## src/rtl/alu_issue_ctrl.sv

```systemverilog
`default_nettype none
// ============================================================================
// alu_issue_ctrl : decodes one instruction per request, drives the ALU, and
//                  returns result/zero/overflow/illegal flags.
// Revision: 1.0
// ============================================================================
module alu_issue_ctrl #(
  parameter int unsigned ALU_LAT = 0
) (
  input  logic        clk,
  input  logic        reset,
  input  logic        req_valid,
  output logic        req_ready,
  input  logic [5:0]  req_opcode,
  input  logic [5:0]  req_funct,
  input  logic [4:0]  req_shamt,
  input  logic [31:0] req_rs_data,
  input  logic [31:0] req_rt_data,
  input  logic [15:0] req_imm,
  output logic [31:0] alu_in1,
  output logic [31:0] alu_in2,
  output logic [4:0]  alu_ctrl,
  output logic        alu_sign,
  input  logic [31:0] alu_out,
  input  logic        alu_zero,
  output logic        rsp_valid,
  input  logic        rsp_ready,
  output logic [31:0] rsp_result,
  output logic        rsp_zero,
  output logic        rsp_ovf,
  output logic        rsp_err
);

  localparam int unsigned CNT_W = (ALU_LAT < 1) ? 1 : $clog2(ALU_LAT + 1);

  localparam logic [4:0] c_alu_and = 5'b00000;
  localparam logic [4:0] c_alu_or  = 5'b00001;
  localparam logic [4:0] c_alu_add = 5'b00010;
  localparam logic [4:0] c_alu_sub = 5'b00110;
  localparam logic [4:0] c_alu_slt = 5'b00111;
  localparam logic [4:0] c_alu_nor = 5'b01000;
  localparam logic [4:0] c_alu_xor = 5'b01001;
  localparam logic [4:0] c_alu_sll = 5'b01010;
  localparam logic [4:0] c_alu_srl = 5'b10000;
  localparam logic [4:0] c_alu_sra = 5'b10001;

  typedef enum logic [1:0] {
    S_IDLE  = 2'd0,
    S_ISSUE = 2'd1,
    S_RESP  = 2'd2
  } state_t;

  typedef enum logic [1:0] {
    OVF_NONE = 2'd0,
    OVF_ADD  = 2'd1,
    OVF_SUB  = 2'd2
  } ovf_kind_t;

  state_t             state_q, state_d;
  logic [CNT_W-1:0]   cnt_q, cnt_d;
  ovf_kind_t          ovf_kind_q, ovf_kind_d;
  logic [31:0]        alu_in1_q, alu_in1_d;
  logic [31:0]        alu_in2_q, alu_in2_d;
  logic [4:0]         alu_ctrl_q, alu_ctrl_d;
  logic               alu_sign_q, alu_sign_d;
  logic [31:0]        rsp_result_q, rsp_result_d;
  logic               rsp_zero_q, rsp_zero_d;
  logic               rsp_ovf_q, rsp_ovf_d;
  logic               rsp_err_q, rsp_err_d;

  logic               dec_legal;
  logic [31:0]        dec_in1;
  logic [31:0]        dec_in2;
  logic [4:0]         dec_ctrl;
  logic               dec_sign;
  ovf_kind_t          dec_ovf;
  logic [31:0]        imm_sext;
  logic [31:0]        imm_zext;
  logic               ovf_calc;

  assign imm_sext = {{16{req_imm[15]}}, req_imm};
  assign imm_zext = {16'b0, req_imm};

  // Decode straight from the request fields; only used on the accept edge.
  always_comb begin
    dec_legal = 1'b1;
    dec_in1   = req_rs_data;
    dec_in2   = req_rt_data;
    dec_ctrl  = c_alu_add;
    dec_sign  = 1'b0;
    dec_ovf   = OVF_NONE;
    case (req_opcode)
      6'h00: begin
        case (req_funct)
          6'h20: begin dec_ctrl = c_alu_add; dec_sign = 1'b1; dec_ovf = OVF_ADD; end
          6'h21: dec_ctrl = c_alu_add;
          6'h22: begin dec_ctrl = c_alu_sub; dec_sign = 1'b1; dec_ovf = OVF_SUB; end
          6'h23: dec_ctrl = c_alu_sub;
          6'h24: dec_ctrl = c_alu_and;
          6'h25: dec_ctrl = c_alu_or;
          6'h26: dec_ctrl = c_alu_xor;
          6'h27: dec_ctrl = c_alu_nor;
          6'h2A: begin dec_ctrl = c_alu_slt; dec_sign = 1'b1; end
          6'h2B: dec_ctrl = c_alu_slt;
          6'h00: begin dec_ctrl = c_alu_sll; dec_in1 = {27'b0, req_shamt}; end
          6'h02: begin dec_ctrl = c_alu_srl; dec_in1 = {27'b0, req_shamt}; end
          6'h03: begin dec_ctrl = c_alu_sra; dec_in1 = {27'b0, req_shamt}; end
          6'h04: begin dec_ctrl = c_alu_sll; dec_in1 = {27'b0, req_rs_data[4:0]}; end
          6'h06: begin dec_ctrl = c_alu_srl; dec_in1 = {27'b0, req_rs_data[4:0]}; end
          6'h07: begin dec_ctrl = c_alu_sra; dec_in1 = {27'b0, req_rs_data[4:0]}; end
          default: dec_legal = 1'b0;
        endcase
      end
      6'h08: begin dec_ctrl = c_alu_add; dec_in2 = imm_sext; dec_sign = 1'b1; dec_ovf = OVF_ADD; end
      6'h09: begin dec_ctrl = c_alu_add; dec_in2 = imm_sext; end
      6'h0A: begin dec_ctrl = c_alu_slt; dec_in2 = imm_sext; dec_sign = 1'b1; end
      6'h0B: begin dec_ctrl = c_alu_slt; dec_in2 = imm_sext; end
      6'h0C: begin dec_ctrl = c_alu_and; dec_in2 = imm_zext; end
      6'h0D: begin dec_ctrl = c_alu_or;  dec_in2 = imm_zext; end
      6'h0E: begin dec_ctrl = c_alu_xor; dec_in2 = imm_zext; end
      6'h0F: begin dec_ctrl = c_alu_sll; dec_in1 = 32'd16; dec_in2 = imm_zext; end
      6'h04, 6'h05: begin dec_ctrl = c_alu_sub; dec_sign = 1'b1; end
      default: dec_legal = 1'b0;
    endcase
  end

  always_comb begin
    ovf_calc = 1'b0;
    case (ovf_kind_q)
      OVF_ADD: ovf_calc = (alu_in1_q[31] == alu_in2_q[31]) && (alu_out[31] != alu_in1_q[31]);
      OVF_SUB: ovf_calc = (alu_in1_q[31] != alu_in2_q[31]) && (alu_out[31] != alu_in1_q[31]);
      default: ovf_calc = 1'b0;
    endcase
  end

  always_comb begin
    state_d      = state_q;
    cnt_d        = cnt_q;
    ovf_kind_d   = ovf_kind_q;
    alu_in1_d    = alu_in1_q;
    alu_in2_d    = alu_in2_q;
    alu_ctrl_d   = alu_ctrl_q;
    alu_sign_d   = alu_sign_q;
    rsp_result_d = rsp_result_q;
    rsp_zero_d   = rsp_zero_q;
    rsp_ovf_d    = rsp_ovf_q;
    rsp_err_d    = rsp_err_q;
    case (state_q)
      S_IDLE: begin
        if (req_valid) begin
          if (dec_legal) begin
            alu_in1_d  = dec_in1;
            alu_in2_d  = dec_in2;
            alu_ctrl_d = dec_ctrl;
            alu_sign_d = dec_sign;
            ovf_kind_d = dec_ovf;
            cnt_d      = CNT_W'(ALU_LAT);
            state_d    = S_ISSUE;
          end else begin
            // Illegal ops bypass the ALU and leave its operand ports untouched.
            rsp_result_d = 32'b0;
            rsp_zero_d   = 1'b0;
            rsp_ovf_d    = 1'b0;
            rsp_err_d    = 1'b1;
            state_d      = S_RESP;
          end
        end
      end
      S_ISSUE: begin
        if (cnt_q == '0) begin
          rsp_result_d = alu_out;
          rsp_zero_d   = alu_zero;
          rsp_ovf_d    = ovf_calc;
          rsp_err_d    = 1'b0;
          state_d      = S_RESP;
        end else begin
          cnt_d = cnt_q - 1'b1;
        end
      end
      S_RESP: begin
        if (rsp_ready) begin
          state_d = S_IDLE;
        end
      end
      default: state_d = S_IDLE;
    endcase
  end

  always_ff @(posedge clk or negedge reset) begin
    if (!reset) begin
      state_q      <= S_IDLE;
      cnt_q        <= '0;
      ovf_kind_q   <= OVF_NONE;
      alu_in1_q    <= 32'b0;
      alu_in2_q    <= 32'b0;
      alu_ctrl_q   <= 5'b0;
      alu_sign_q   <= 1'b0;
      rsp_result_q <= 32'b0;
      rsp_zero_q   <= 1'b0;
      rsp_ovf_q    <= 1'b0;
      rsp_err_q    <= 1'b0;
    end else begin
      state_q      <= state_d;
      cnt_q        <= cnt_d;
      ovf_kind_q   <= ovf_kind_d;
      alu_in1_q    <= alu_in1_d;
      alu_in2_q    <= alu_in2_d;
      alu_ctrl_q   <= alu_ctrl_d;
      alu_sign_q   <= alu_sign_d;
      rsp_result_q <= rsp_result_d;
      rsp_zero_q   <= rsp_zero_d;
      rsp_ovf_q    <= rsp_ovf_d;
      rsp_err_q    <= rsp_err_d;
    end
  end

  assign req_ready  = (state_q == S_IDLE);
  assign rsp_valid  = (state_q == S_RESP);
  assign alu_in1    = alu_in1_q;
  assign alu_in2    = alu_in2_q;
  assign alu_ctrl   = alu_ctrl_q;
  assign alu_sign   = alu_sign_q;
  assign rsp_result = rsp_result_q;
  assign rsp_zero   = rsp_zero_q;
  assign rsp_ovf    = rsp_ovf_q;
  assign rsp_err    = rsp_err_q;

endmodule
`default_nettype wire

```

## config.mk

```make
export PLATFORM = sky130hd
export DESIGN_NAME = alu_issue_ctrl
export DESIGN_NICKNAME = d
export VERILOG_FILES = /design/src/rtl/alu_issue_ctrl.sv
export SDC_FILE = /design/constraint.sdc
export NUM_CORES = 1
export LEC_CHECK = 0
export BUFFER_PORTS_ARGS = -buffer_cell sky130_fd_sc_hd__buf_4
export CAP_MARGIN = 15
export CORE_MARGIN = 5
export CORE_UTILIZATION = 47
export CTS_CLUSTER_SIZE = 12
export DETAILED_ROUTE_END_ITERATION = 8
export MAX_ROUTING_LAYER = met4
export PLACE_DENSITY = 0.85
export REMOVE_ABC_BUFFERS = 1
export SLEW_MARGIN = 20
export SYNTH_ARGS = -nofsm -noshare
export SYNTH_HDL_FRONTEND = slang
export SYNTH_SLANG_ARGS = --single-unit
```

## constraint.sdc

```tcl
create_clock -name clk -period 1.77 [get_ports clk]
set_input_delay 0.177 -clock clk [delete_from_list [all_inputs] [get_ports clk]]
set_output_delay 0.177 -clock clk [all_outputs]
set_load 0.05 [all_outputs]
```

# ---- Word level (Yosys, flattened, before mapping)
# Index checks and enable logic that the tools add are counted.
dict set report word_totals {
  ff_bits 110
  output_inout_bits 107
  input_bits 134
  wordCells 109
}
dict set report classes {
  eq_ne 37
  add_sub_neg 1
  n_mux 35
  n_reduce_logical 25
}
# op n
set ops {}
lappend ops {{case mux 32 bit (2 select lines)} 4}
lappend ops {{2-to-1 mux 32 bit} 3}
lappend ops {{== test 6 bit, second input constant} 10}
lappend ops {{== test 6 x 4 -> 1 bit, second input constant} 8}
lappend ops {{case mux 5 bit (9 select lines)} 1}
lappend ops {{case mux 5 bit (7 select lines)} 1}
lappend ops {{== test 6 x 3 -> 1 bit, second input constant} 5}
lappend ops {{OR reduction 16 bit} 1}
lappend ops {{case mux 1 bit (2 select lines)} 7}
lappend ops {{OR reduction 2 bit} 7}
lappend ops {{== test 6 x 2 -> 1 bit, second input constant} 2}
lappend ops {{logical NOT 6 bit} 2}
lappend ops {{2-to-1 mux 1 bit} 12}
lappend ops {{OR reduction 4 bit} 3}
lappend ops {{OR reduction 10 bit} 1}
lappend ops {{AND reduction 3 bit} 3}
lappend ops {{OR reduction 3 bit} 3}
lappend ops {{2-to-1 mux 2 bit} 4}
lappend ops {{case mux 2 bit (2 select lines)} 2}
lappend ops {{!= test 2 bit, second input constant} 3}
lappend ops {{case mux 2 bit (3 select lines)} 1}
lappend ops {{== test 2 x 1 -> 1 bit, second input constant} 2}
lappend ops {{== test 2 bit, second input constant} 2}
lappend ops {{!= test 2 x 1 -> 1 bit, second input constant} 2}
lappend ops {{other kinds (7)} 9}

# ---- Logic depth before layout (Yosys ltp)
# Gate-level depths: netlist of the first run.
dict set report depth {
  depth_word 7
  depth_mapped 8
  depth_no_buf 6
}

# ---- Worst setup path after synthesis of the first run
# OpenSTA, ideal clock, no wires.
dict set report synth_path {
  path_type {input-to-reg}
  from {input port req_opcode[3]}
  to {register alu_ctrl_q[3] (netlist: alu_ctrl[3])}
  required_time_ns 1.645
  n_path_buf 3
  cell_stages 8
  setup_slack_ns -0.388
  setup_time_ns 0.125
  t_arrival_ns 2.033
  path_cell_list {buf_6 -> or4_4 -> a2111oi_4 -> a21o_1 -> nand3_1 -> buf_4 -> buf_6 -> mux2_4}
}
dict set report synth_between {
  elab_chain_len 4
  elab_cells_between_ends 17
  classes_between {eq/ne: 10; mux: 2; reduce/logical: 5}
}
# item line
set synth_lines {}
lappend synth_lines {{start: declaration} 14} ;# input logic [5:0] req_opcode,
lappend synth_lines {{== test 6 x 4 -> 1 bit / == test 6 x 3 -> 1 bit (equally long branches)} 92} ;# case (req_opcode)
lappend synth_lines {{OR reduction 10 bit (no source line)} --}
lappend synth_lines {{case mux 1 bit (2 select lines)} 92}
lappend synth_lines {{AND reduction 3 bit (no source line)} --}
lappend synth_lines {{end signal: assignment} 208} ;# alu_ctrl_q <= alu_ctrl_d;
lappend synth_lines {{end: declaration} 64} ;# logic [4:0] alu_ctrl_q, alu_ctrl_d;
# Parallel ways exist; a longest one is shown, timed or not.
# A chain may end at the register's enable or synchronous reset.

# ---- Worst setup path in the final report of the first run
dict set report layout_path {
  from {input port req_opcode[3]}
  to {register alu_in1_q[26] (netlist: alu_in1[26])}
}
dict set report layout_between {
  elab_chain_len 4
  elab_cells_between_ends 15
  classes_between {eq/ne: 10; mux: 2; reduce/logical: 3}
}
# item line
set layout_lines {}
lappend layout_lines {{== test 6 x 4 -> 1 bit / == test 6 x 3 -> 1 bit (equally long branches)} 92}
lappend layout_lines {{OR reduction 10 bit (no source line)} --}
lappend layout_lines {{case mux 1 bit (2 select lines)} 92}
lappend layout_lines {{AND reduction 3 bit (no source line)} --}
lappend layout_lines {{end signal: assignment} 206} ;# alu_in1_q <= alu_in1_d;
lappend layout_lines {{end: declaration} 62} ;# logic [31:0] alu_in1_q, alu_in1_d;
# Parallel ways exist; a longest one is shown, timed or not.

==> flow_summary_export.csv, run 1 <==
group,metric,value,unit
status,status,"complete, no violations",
timing,relSlewSlack,60.66,%
clock_tree,cts.path.max_buffers,2,
timing,fin_crit_sh,98.56,%
timing,fin_skew,0.01180,ns
setup_path,start_kind,"input port",
timing,period_needed,1.745,ns
drt,drt-pass1-iter-count,4,
synth,synth_top_area_share,53.14,%
floorplan,rows,38,
synth,synth_edf_count,0,
drt,drc,0,
setup_path,reg2reg_to,"alu_in1[26]",
floorplan,coreArea,0.01079,mm^2
job,drv_cap,0,
timing,hold_viol,0,
drt,via_per_inst,5.129,
floorplan,die_h,114.5,um
floorplan,ioPinCount,241,
setup_path,cp_slowest_stage_delay,0.53,ns
floorplan,initial_core_util,47.55,%
timing,slew_violations,0,
global_routing,grt_pass1_wl,23.36,mm
setup_path,r2r_cells,6,
cells_and_area,layout.cells.non_filler,851,
cells_and_area,final_area,0.007734,mm^2
setup_path,worstSetupEndpointType,"flip-flop",
placement,place_congestion,0.9133,
floorplan,die_area,0.01311,mm^2
synth,yosys-top-cells-count,"dfrtp_1, nand2_1, inv_1",
clock_tree,clock_latency,0.36,ns
clock_tree,cts_root_buf,"clkbuf_8",
timing,setup_violations,0,
setup_path,slowest_stage,"or4_4",
setup_path,endpoint,"alu_in1[26]",
setup_path,crit_chain,"buf_4 -> or4_4 -> a2111oi_4 -> a21o_1 -> nand3_4 -> buf_8 -> clkbuf_16 -> clkbuf_16 -> mux2i_1",
synth,avgSynthCellArea,11.80,um^2
timing,grt_setup_unrepaired,"true",
placement,portBuffers,240,
synth,yosysMostFrequentCell,"dfrtp_1",
power,p_per_area,1267,mW/mm^2
synth,synth_cells,435,
setup_path,critPathLaunch,"req_opcode[3]",
setup_path,worst_ep_required_time,2.01,ns
worst_hold_path,worstHoldPathType,"in -> reg",
setup_path,path_max_fanout,8,
global_routing,grt_overflow_total,0,
global_routing,grt_max_degree,110,
power,ir_worst_vdd,1.103,mV
clock_tree,cts.sinks,109,
cells_and_area,fill_cells,770,
global_routing,grt_pass1_vias,4734,
synth,ys_ff_latch,109,
drt,drt-total-wl,15.33,mm
synth,synthTopCellsByArea,"dfrtp_1, mux2_4, mux2i_1",
global_routing,antenna_found_initial,0,
synth,synth_area,0.005132,mm^2
synth,synthFlopType,"dfrtp_1",
cells_and_area,syn_to_final_growth,50.68,%
clock_tree,clk_pin_slew_worst_paths,0.09,ns
cells_and_area,diodes,0,
drt,vias,4365,
cells_and_area,final_nets,841,
floorplan,die_w,114.5,um
synth,async_reset_ff_share,100.0,%
global_routing,track_usage,23.31,%
placement,hpwl,11.22,mm
timing,fmax,573.2,MHz
synth,yosysSeqAreaShare,53.14,%
placement,placed_cells,820,
clock_tree,cts_buffers,9,
drt,wl_per_cell,18.01,um
setup_path,r2r_slack,0.13,ns
setup_path,crit_path_frequent_cell,"clkbuf_16",
worst_hold_path,hold_start,"alu_out[22]",
cells_and_area,drive_above_1_share,50.49,%
setup_path,arrival,1.99,ns
synth,yosys.area.top_type,"dfrtp_1",
drt,final_antenna_net_count,0,
timing,hold_ws,0.05142,ns
synth,yosys_warnings,0,
synth,synth_cell_types,42,
drt,drtIter0Drc,243,
clock_tree,h-tree-depth,3,
power,p_leak,4.396,nW
timing,worst_pin_slew,0.5901,ns
placement,placement.cell_area,0.007278,mm^2
setup_path,path_class,"in -> reg",
setup_path,reg2reg_from,"state_q[0]",
clock_tree,cts_tree,"built",
==> cells by family after synthesis <==
group           count (synthesis)  share of synthesized area, %
flops                         109                         53.14
fa+ha+maj                       1                        0.2437
compound gates                 56                         9.069
mux                            94                         21.97
simple gates                  108                         9.532
xor+xnor                        2                        0.3414
buf+inv                        65                         5.705
==> cell type report <==
class | instances | area [um^2] | area share [%]
clock buffers | 12 | 155.1 | 2.006
well taps | 140 | 175.2 | 2.265
inverters | 41 | 153.9 | 1.990
flip-flops and latches | 109 | 2728 | 35.27
multi-input cells | 261 | 2143 | 27.71
repair buffers | 284 | 2356 | 30.46
clock inverters | 4 | 22.52 | 0.2912
==> routing by layer <==
| layer | up-vias | track usage, % | part of all wire, % |
|---|---|---|---|
| li1 | 2032 | - | - |
| met1 | 2087 | 27.83 | 39 |
| met2 | 228 | 39.31 | 50 |
| met3 | 18 | 6.342 | 9.5 |
| met4 | 0 | 5.701 | 0.93 |
| met5 | - | - | 0 |
==> power by group <==
group | switching, mW | internal [mW] | leakage, nW
combinational | 3.18 | 1.73 | 2.94
sequential | 0.404 | 3.12 | 1.36
clock | 0.773 | 0.584 | 0.0921
==> placed cells by master, fill, tap and decap left out, types with 2 or more instances in the layout <==
cell           netlist  final
nor2b_1              4      3
nor2_1               8      8
o41ai_1              2      2
inv_1               41     41
clkbuf_8             0     11
or2_2                3      3
mux2_1              10      7
mux2i_1             35     35
nand2b_1             4      4
a22o_1              33     33
nand3b_1             2      2
dlygate4sd3_1        0      2
clkbuf_16            0      4
o31ai_1              2      2
dfrtp_1            109    109
nor4_1               2      2
mux2_2              19     19
or3_1                2      2
nand4b_1             3      3
buf_6                5      5
buf_12               0      6
a31oi_1              2      2
o21ai_0              7      7
buf_8                0      2
a21oi_1              2      2
nand2_1             71     71
buf_4                1    263
nor3_1               5      5
buf_16               0      2
mux2_4              30     33
clkinv_2             0      3
==> critical path, delay by kind of cell <==
family,cells,cell delay (ns)
AND/OR/NAND/NOR,2,0.64
AO/OA/AOI/OAI,2,0.44
buffers and inverters,4,0.62
multiplexers,1,0.11
==> stage by stage <==
stage                TNS, ns  util, %  total power, mW  setup slack (ns)
finish                     0    71.66            9.799           0.02550
global route        -0.09179    71.66            10.24          -0.01406
floorplan            -237.38        -            6.664            -3.247
global placement      -33.49    67.44            8.290           -0.3831
CTS                        0    70.16            9.798          0.003145
detailed placement    -39.76    67.44            8.405           -0.4558
==> flip-flops by register name, indices dropped and copies added, names as in the netlist <==
name	flops
rsp_result	32
rsp_err	1
state_q	2
rsp_ovf	1
ovf_kind_q	2
alu_in2	32
rsp_zero	1
alu_ctrl	5
alu_sign	1
alu_in1	32
==> timing repair <==
item / in CTS / in global routing
resized for setup: 3 / 12
cloned: 2 / 4
pin swaps: 2 / 2
endpoints found under the hold margin: 110 / 0
setup endpoints to repair: 59 / 66
hold buffers: 2 / 0
buffers inserted: 5 / 3
==> how the worst min path moves through the flow <==
| stage | endpoint | cells after the start |
|---|---|---|
| finish | rsp_result[22] | 2 |
| global route | rsp_result[22] | 2 |
| CTS | rsp_result[22] | 2 |
| detailed placement | rsp_result[26] | 2 |
| global placement | rsp_result[26] | 2 |
| floorplan | alu_ctrl[0] | 0 |
Note: power is estimated with default switching activity, not from simulation.
==> run 2, diff against run 1 <==
--- a/config.mk
+++ b/config.mk
@@ -8,11 +8,11 @@
 export BUFFER_PORTS_ARGS = -buffer_cell sky130_fd_sc_hd__buf_4
 export CAP_MARGIN = 15
 export CORE_MARGIN = 5
-export CORE_UTILIZATION = 47
+export CORE_UTILIZATION = 25
 export CTS_CLUSTER_SIZE = 12
 export DETAILED_ROUTE_END_ITERATION = 8
 export MAX_ROUTING_LAYER = met4
-export PLACE_DENSITY = 0.85
+export PLACE_DENSITY = 0.52
 export REMOVE_ABC_BUFFERS = 1
 export SLEW_MARGIN = 20
 export SYNTH_ARGS = -nofsm -noshare
==> run 2 against run 1 <==
Compared with the run above: the flow now finishes with violations (negative setup slack); clock power rose by 59%; via count decreased by 1.8%; register-to-register slack hardly changed; worst setup slack got worse by 0.031 ns; fmax fell by 1.7%; combinational power is 1% lower; wire length increased by 6.0%; worst hold slack worse by 0.00072 ns; sequential share of layout area decreased by 1.0 points; sequential power barely moved; clock-buffer cell count down 2; utilization shrank 32 points; critical endpoint is now alu_in2[25]; largest cell class unchanged.
==> flow_summary_export.csv, run 2 (synthesized netlist as in run 1, its figures left out) <==
group,metric,value,unit
status,status,"finished, violations left",
status,violations,"negative setup slack",
cells_and_area,final_common_cell,"buf_4",
power,ir_worst_vdd,0.6782,mV
clock_tree,cts_buffers,9,
drt,drc,0,
drt,via_per_inst,4.383,
clock_tree,cts_root_buf,"clkbuf_16",
setup_path,arrival,2.01,ns
timing,period_needed,1.775,ns
floorplan,die_area,0.02349,mm^2
placement,hpwl,12.01,mm
timing,hold_viol,0,
cells_and_area,diodes,0,
placement,portBuffers,240,
global_routing,grt_overflow_total,0,
worst_hold_path,whs_path_depth,2,
clock_tree,clk_pin_slew_worst_paths,0.07,ns
timing,grt_setup_unrepaired,"true",
placement,placement.cell_area,0.007476,mm^2
timing,slew_violations,0,
drt,drt-pass1-iter-count,4,
drt,vias,4287,
setup_path,r2r_cells,5,
timing,fmax,563.3,MHz
global_routing,track_usage,13.93,%
cells_and_area,drive_above_1_share,50.14,%
cells_and_area,layout.cells.non_filler,978,
worst_hold_path,worstHoldPathType,"in -> reg",
floorplan,coreArea,0.02023,mm^2
global_routing,grt_pass1_wl,25.52,mm
drt,wl_per_cell,16.61,um
setup_path,path_max_fanout,8,
setup_path,path_class,"in -> reg",
drt,drtIter0Drc,143,
setup_path,reg2reg_to,"alu_in2[25]",
cells_and_area,final_area,0.007969,mm^2
setup_path,reg2reg_from,"state_q[0]",
job,drv_cap,0,
clock_tree,cts.path.max_buffers,2,
power,p_per_area,1324,mW/mm^2
clock_tree,cts_tree,"built",
setup_path,worst_ep_required_time,2.00,ns
clock_tree,clock_latency,0.34,ns
floorplan,initial_core_util,25.36,%
timing,setup_slack,-0.005317,ns
power,p_leak,4.402,nW
floorplan,ioPinCount,241,
cells_and_area,mostFrequentLayoutCells,"buf_4, dfrtp_1, nand2_1",
worst_hold_path,min_to,"rsp_result[24]",
timing,fin_crit_sh,100.3,%
drt,final_antenna_net_count,0,
cells_and_area,final_nets,839,
global_routing,antenna_found_initial,0,
timing,worst_pin_slew,0.3792,ns
floorplan,die_h,153.3,um
floorplan,rows,52,
global_routing,grt_pass1_vias,4629,
timing,relSlewSlack,74.57,%
timing,fin_skew,0.004918,ns
global_routing,grt_max_degree,55,
placement,placed_cells,953,
setup_path,worstSetupEndpointType,"flip-flop",
floorplan,die_w,153.3,um
setup_path,start_kind,"input port",
drt,drt-total-wl,16.25,mm
placement,place_congestion,0.8176,
cells_and_area,syn_to_final_growth,55.27,%
worst_hold_path,hold_start,"alu_out[24]",
clock_tree,h-tree-depth,3,
timing,setup_violations,3,
setup_path,r2r_slack,0.13,ns
placement,place_ws,-0.4531,ns
clock_tree,cts.sinks,109,
run 2: cell count changes in the layout (fill, tap and decap cells not counted), moves of 2 or more:
cell,previous run,this run
clkbuf_8,11,0
clkbuf_16,4,10
clkinv_2,3,0
buf_12,6,8
buf_8,2,0
bufinv_16,0,2
mux2_1,7,9
mux2_4,33,31
mux2i_1,35,33
mux2i_2,0,2
run 2: timing repair:
item / in CTS / in global routing
hold buffers: 2 / 0
pin swaps: 3 / 1
cloned: 3 / 1
endpoints found under the hold margin: 20 / 0
resized for setup: 6 / 6
buffers inserted: 7 / 0
setup endpoints to repair: 42 / 56
run 2: per-layer routing:
layer | vias up | global-route usage [%] | share of wire (%)
met3 | 11 | 4.100 | 6.9
met2 | 173 | 22.43 | 48
li1 | 2030 | - | -
met5 | - | - | 0
met4 | 0 | 3.267 | 0.94
met1 | 2073 | 17.36 | 44
run 2: area by class of cell:
type | instances | area, um^2
clock buffer | 10 | 229.0
clock inverter | 5 | 83.83
fill | 1996 | 12270
inverter | 41 | 153.9
multi-input combinational | 261 | 2138
sequential | 109 | 2728
tap | 270 | 337.8
timing repair buffer | 282 | 2298
run 2: worst max-delay path by stage:
| stage | startpoint | cells after the start | endpoint |
|---|---|---|---|
| final | req_opcode[2] | 8 | alu_in2[25] |
| after global routing | req_opcode[2] | 8 | alu_in2[4] |
| after CTS | req_opcode[2] | 8 | alu_in2[14] |
| after detailed placement | req_opcode[2] | 7 | alu_in2[9] |
| after global placement | req_opcode[2] | 7 | alu_in2[13] |
| after floorplan | state_q[0] | 3 | alu_ctrl[4] |
run 2: power breakdown:
group	internal, mW	switching [mW]	leakage [nW]
clock network	1.24	0.920	0.145
logic	1.70	3.17	2.89
registers	3.13	0.394	1.36
run 2: metrics by stage:
stage	power (mW)	setup TNS, ns	utilization (%)	hold WS (ns)
finish	10.55	-0.01159	39.38	0.05070
global route	11.07	-0.7641	39.38	0.03979
CTS	10.70	-0.007546	39.52	0.03357
detailed placement	8.437	-38.11	36.95	0.08108
global placement	8.382	-35.86	36.95	0.07966
floorplan	6.664	-237.38	-	-0.1186
run 2: critical path, cell delays in order:
cell and delay (ns):
buf_6 0.09, or4_4 0.54, a2111oi_4 0.23, a21o_1 0.20, nand3_4 0.13, buf_12 0.18
clkbuf_16 0.17, mux2_4 0.29
==> run 3, diff against run 2 <==
--- a/config.mk
+++ b/config.mk
@@ -12,7 +12,7 @@
 export CTS_CLUSTER_SIZE = 12
 export DETAILED_ROUTE_END_ITERATION = 8
 export MAX_ROUTING_LAYER = met4
-export PLACE_DENSITY = 0.52
+export PLACE_DENSITY = 0.58
 export REMOVE_ABC_BUFFERS = 1
 export SLEW_MARGIN = 20
 export SYNTH_ARGS = -nofsm -noshare
==> run 3 against run 2 <==
Compared with the run above: largest power group unchanged; die area did not move; flip-flop and latch count did not move; the flow now finishes without violations; non-clock buffer count rose by 6.
==> flow_summary_export.csv, run 3 (synthesized netlist as in run 1, its figures left out) <==
group,metric,value,unit
status,status,"complete, no violations",
clock_tree,cts.sinks,109,
cells_and_area,fill_cells,1997,
timing,fin_skew,0.004740,ns
floorplan,die_w,153.3,um
clock_tree,clock_latency,0.35,ns
floorplan,ioPinCount,241,
timing,setup_slack,0.003055,ns
global_routing,antenna_found_initial,0,
placement,place_ws,-0.4916,ns
setup_path,worstSetupEndpointType,"flip-flop",
timing,fin_crit_sh,99.83,%
drt,final_antenna_net_count,0,
timing,relSlewSlack,73.89,%
power,ir_worst_vdd,0.8905,mV
cells_and_area,final_common_cell,"buf_4",
power,p_per_area,1294,mW/mm^2
clock_tree,clk_pin_slew_worst_paths,0.08,ns
setup_path,path_max_fanout,5,
placement,place_congestion,0.8374,
setup_path,arrival,2.00,ns
setup_path,worst_ep_required_time,2.00,ns
cells_and_area,mostFrequentLayoutCells,"buf_4, dfrtp_1, nand2_1",
cells_and_area,final_nets,845,
floorplan,die_h,153.3,um
global_routing,grt_pass1_wl,24.63,mm
global_routing,grt_overflow_total,0,
drt,vias,4270,
worst_hold_path,min_to,"rsp_result[24]",
setup_path,path_class,"in -> reg",
cells_and_area,drive_above_1_share,51.75,%
clock_tree,cts_tree,"built",
clock_tree,cts.path.max_buffers,2,
clock_tree,cts_buffers,9,
clock_tree,h-tree-depth,3,
setup_path,reg2reg_to,"alu_in1[1]",
setup_path,start_kind,"input port",
setup_path,reg2reg_from,"state_q[0]",
placement,hpwl,11.34,mm
timing,slew_violations,0,
drt,drt-total-wl,16.17,mm
cells_and_area,regArea,0.002728,mm^2
floorplan,die_area,0.02349,mm^2
drt,drtIter0Drc,119,
power,power.total,10.58,mW
floorplan,initial_core_util,25.36,%
setup_path,r2r_cells,5,
global_routing,track_usage,13.41,%
timing,worst_pin_slew,0.3866,ns
floorplan,rows,52,
worst_hold_path,worstHoldPathType,"in -> reg",
power,p_leak,4.562,nW
global_routing,grt_max_degree,54,
setup_path,r2r_slack,0.11,ns
timing,period_needed,1.767,ns
global_routing,grt_pass1_vias,4435,
timing,grt_setup_unrepaired,"true",
drt,via_per_inst,4.335,
cells_and_area,multi_input_area,0.002165,mm^2
timing,hold_viol,0,
timing,setup_violations,0,
drt,drt-pass1-iter-count,4,
floorplan,coreArea,0.02023,mm^2
cells_and_area,diodes,0,
worst_hold_path,hold_start,"alu_out[24]",
drt,drc,0,
cells_and_area,syn_to_final_growth,59.26,%
job,drv_cap,0,
drt,wl_per_cell,16.42,um
clock_tree,cts_root_buf,"clkbuf_16",
worst_hold_path,whs_path_depth,2,
placement,portBuffers,240,
timing,fmax,565.9,MHz
## run 3: changes by cell type in the layout (fill, tap and decap cells not counted), moves of 3 or more
cell and change:
mux2_1 -9, buf_6 +3, mux2_4 +9, clkinv_4 +3, buf_4 -4, inv_8 +3
## run 3: repair_timing
action | CTS | global route
endpoints found under the setup margin | 52 | 67
buffers inserted | 3 | 2
resized for setup | 7 | 20
cloned | 4 | 3
hold buffers | 2 | 0
hold endpoints to repair | 110 | 0
pin swaps | 2 | 0
## run 3: critical path, cell delays in order
cell and delay [ns]:
buf_6 0.09, or4_4 0.54, a2111oi_4 0.22, a21o_1 0.20, nand3_4 0.12, buf_8 0.18
clkbuf_16 0.17, mux2_4 0.30
## run 3: per-layer routing
metal	share of wire [%]	global-route usage [%]	vias to the layer above	wire length, um
li1	-	-	2042	-
met1	44	16.55	2046	7065
met2	48	21.72	170	7745
met3	7.2	4.184	12	1161
met4	1.2	2.927	0	197
met5	0	-	-	0
## run 3: worst max-delay path by stage
stage | from | end | slack, ns | cells past startpoint
2_1_floorplan | state_q[0] | alu_ctrl[4] | -3.25 | 3
3_3_place_gp | req_opcode[2] | alu_in2[9] | -0.47 | 7
3_5_place_dp | req_opcode[2] | alu_in2[11] | -0.49 | 7
5_1_grt | req_opcode[2] | alu_in1[1] | -0.06 | 8
4_1_cts | req_opcode[2] | alu_in2[15] | 0.006 | 8
6_report | req_opcode[2] | alu_in1[1] | 0.003 | 8
## run 3: final cells by class
| class | instances | share of cell area [%] |
|---|---|---|
| Timing Repair Buffer | 288 | 30.28 |
| Tap cell | 270 | 4.133 |
| Sequential cell | 109 | 33.37 |
| Clock inverter | 7 | 1.102 |
| Inverter | 41 | 1.883 |
| Clock buffer | 9 | 2.755 |
| Multi-Input combinational cell | 261 | 26.48 |
## run 3: report_power, final
group	switching [mW]	internal, mW
clock	0.994	1.14
sequential	0.389	3.12
combinational	3.16	1.77
## run 3: stage by stage
step                cells  hold slack, ns  cell area (um^2)  TNS, ns  util (%)
finish                985         0.04834              8174        0     40.40
floorplan             411         -0.1186              4994  -237.38         -
global route          985         0.03246              8174   -1.356     40.40
CTS                   980         0.02783              8005        0     39.56
global placement      955         0.04366              7491   -37.57     37.02
detailed placement    955         0.04376              7491   -38.55     37.02
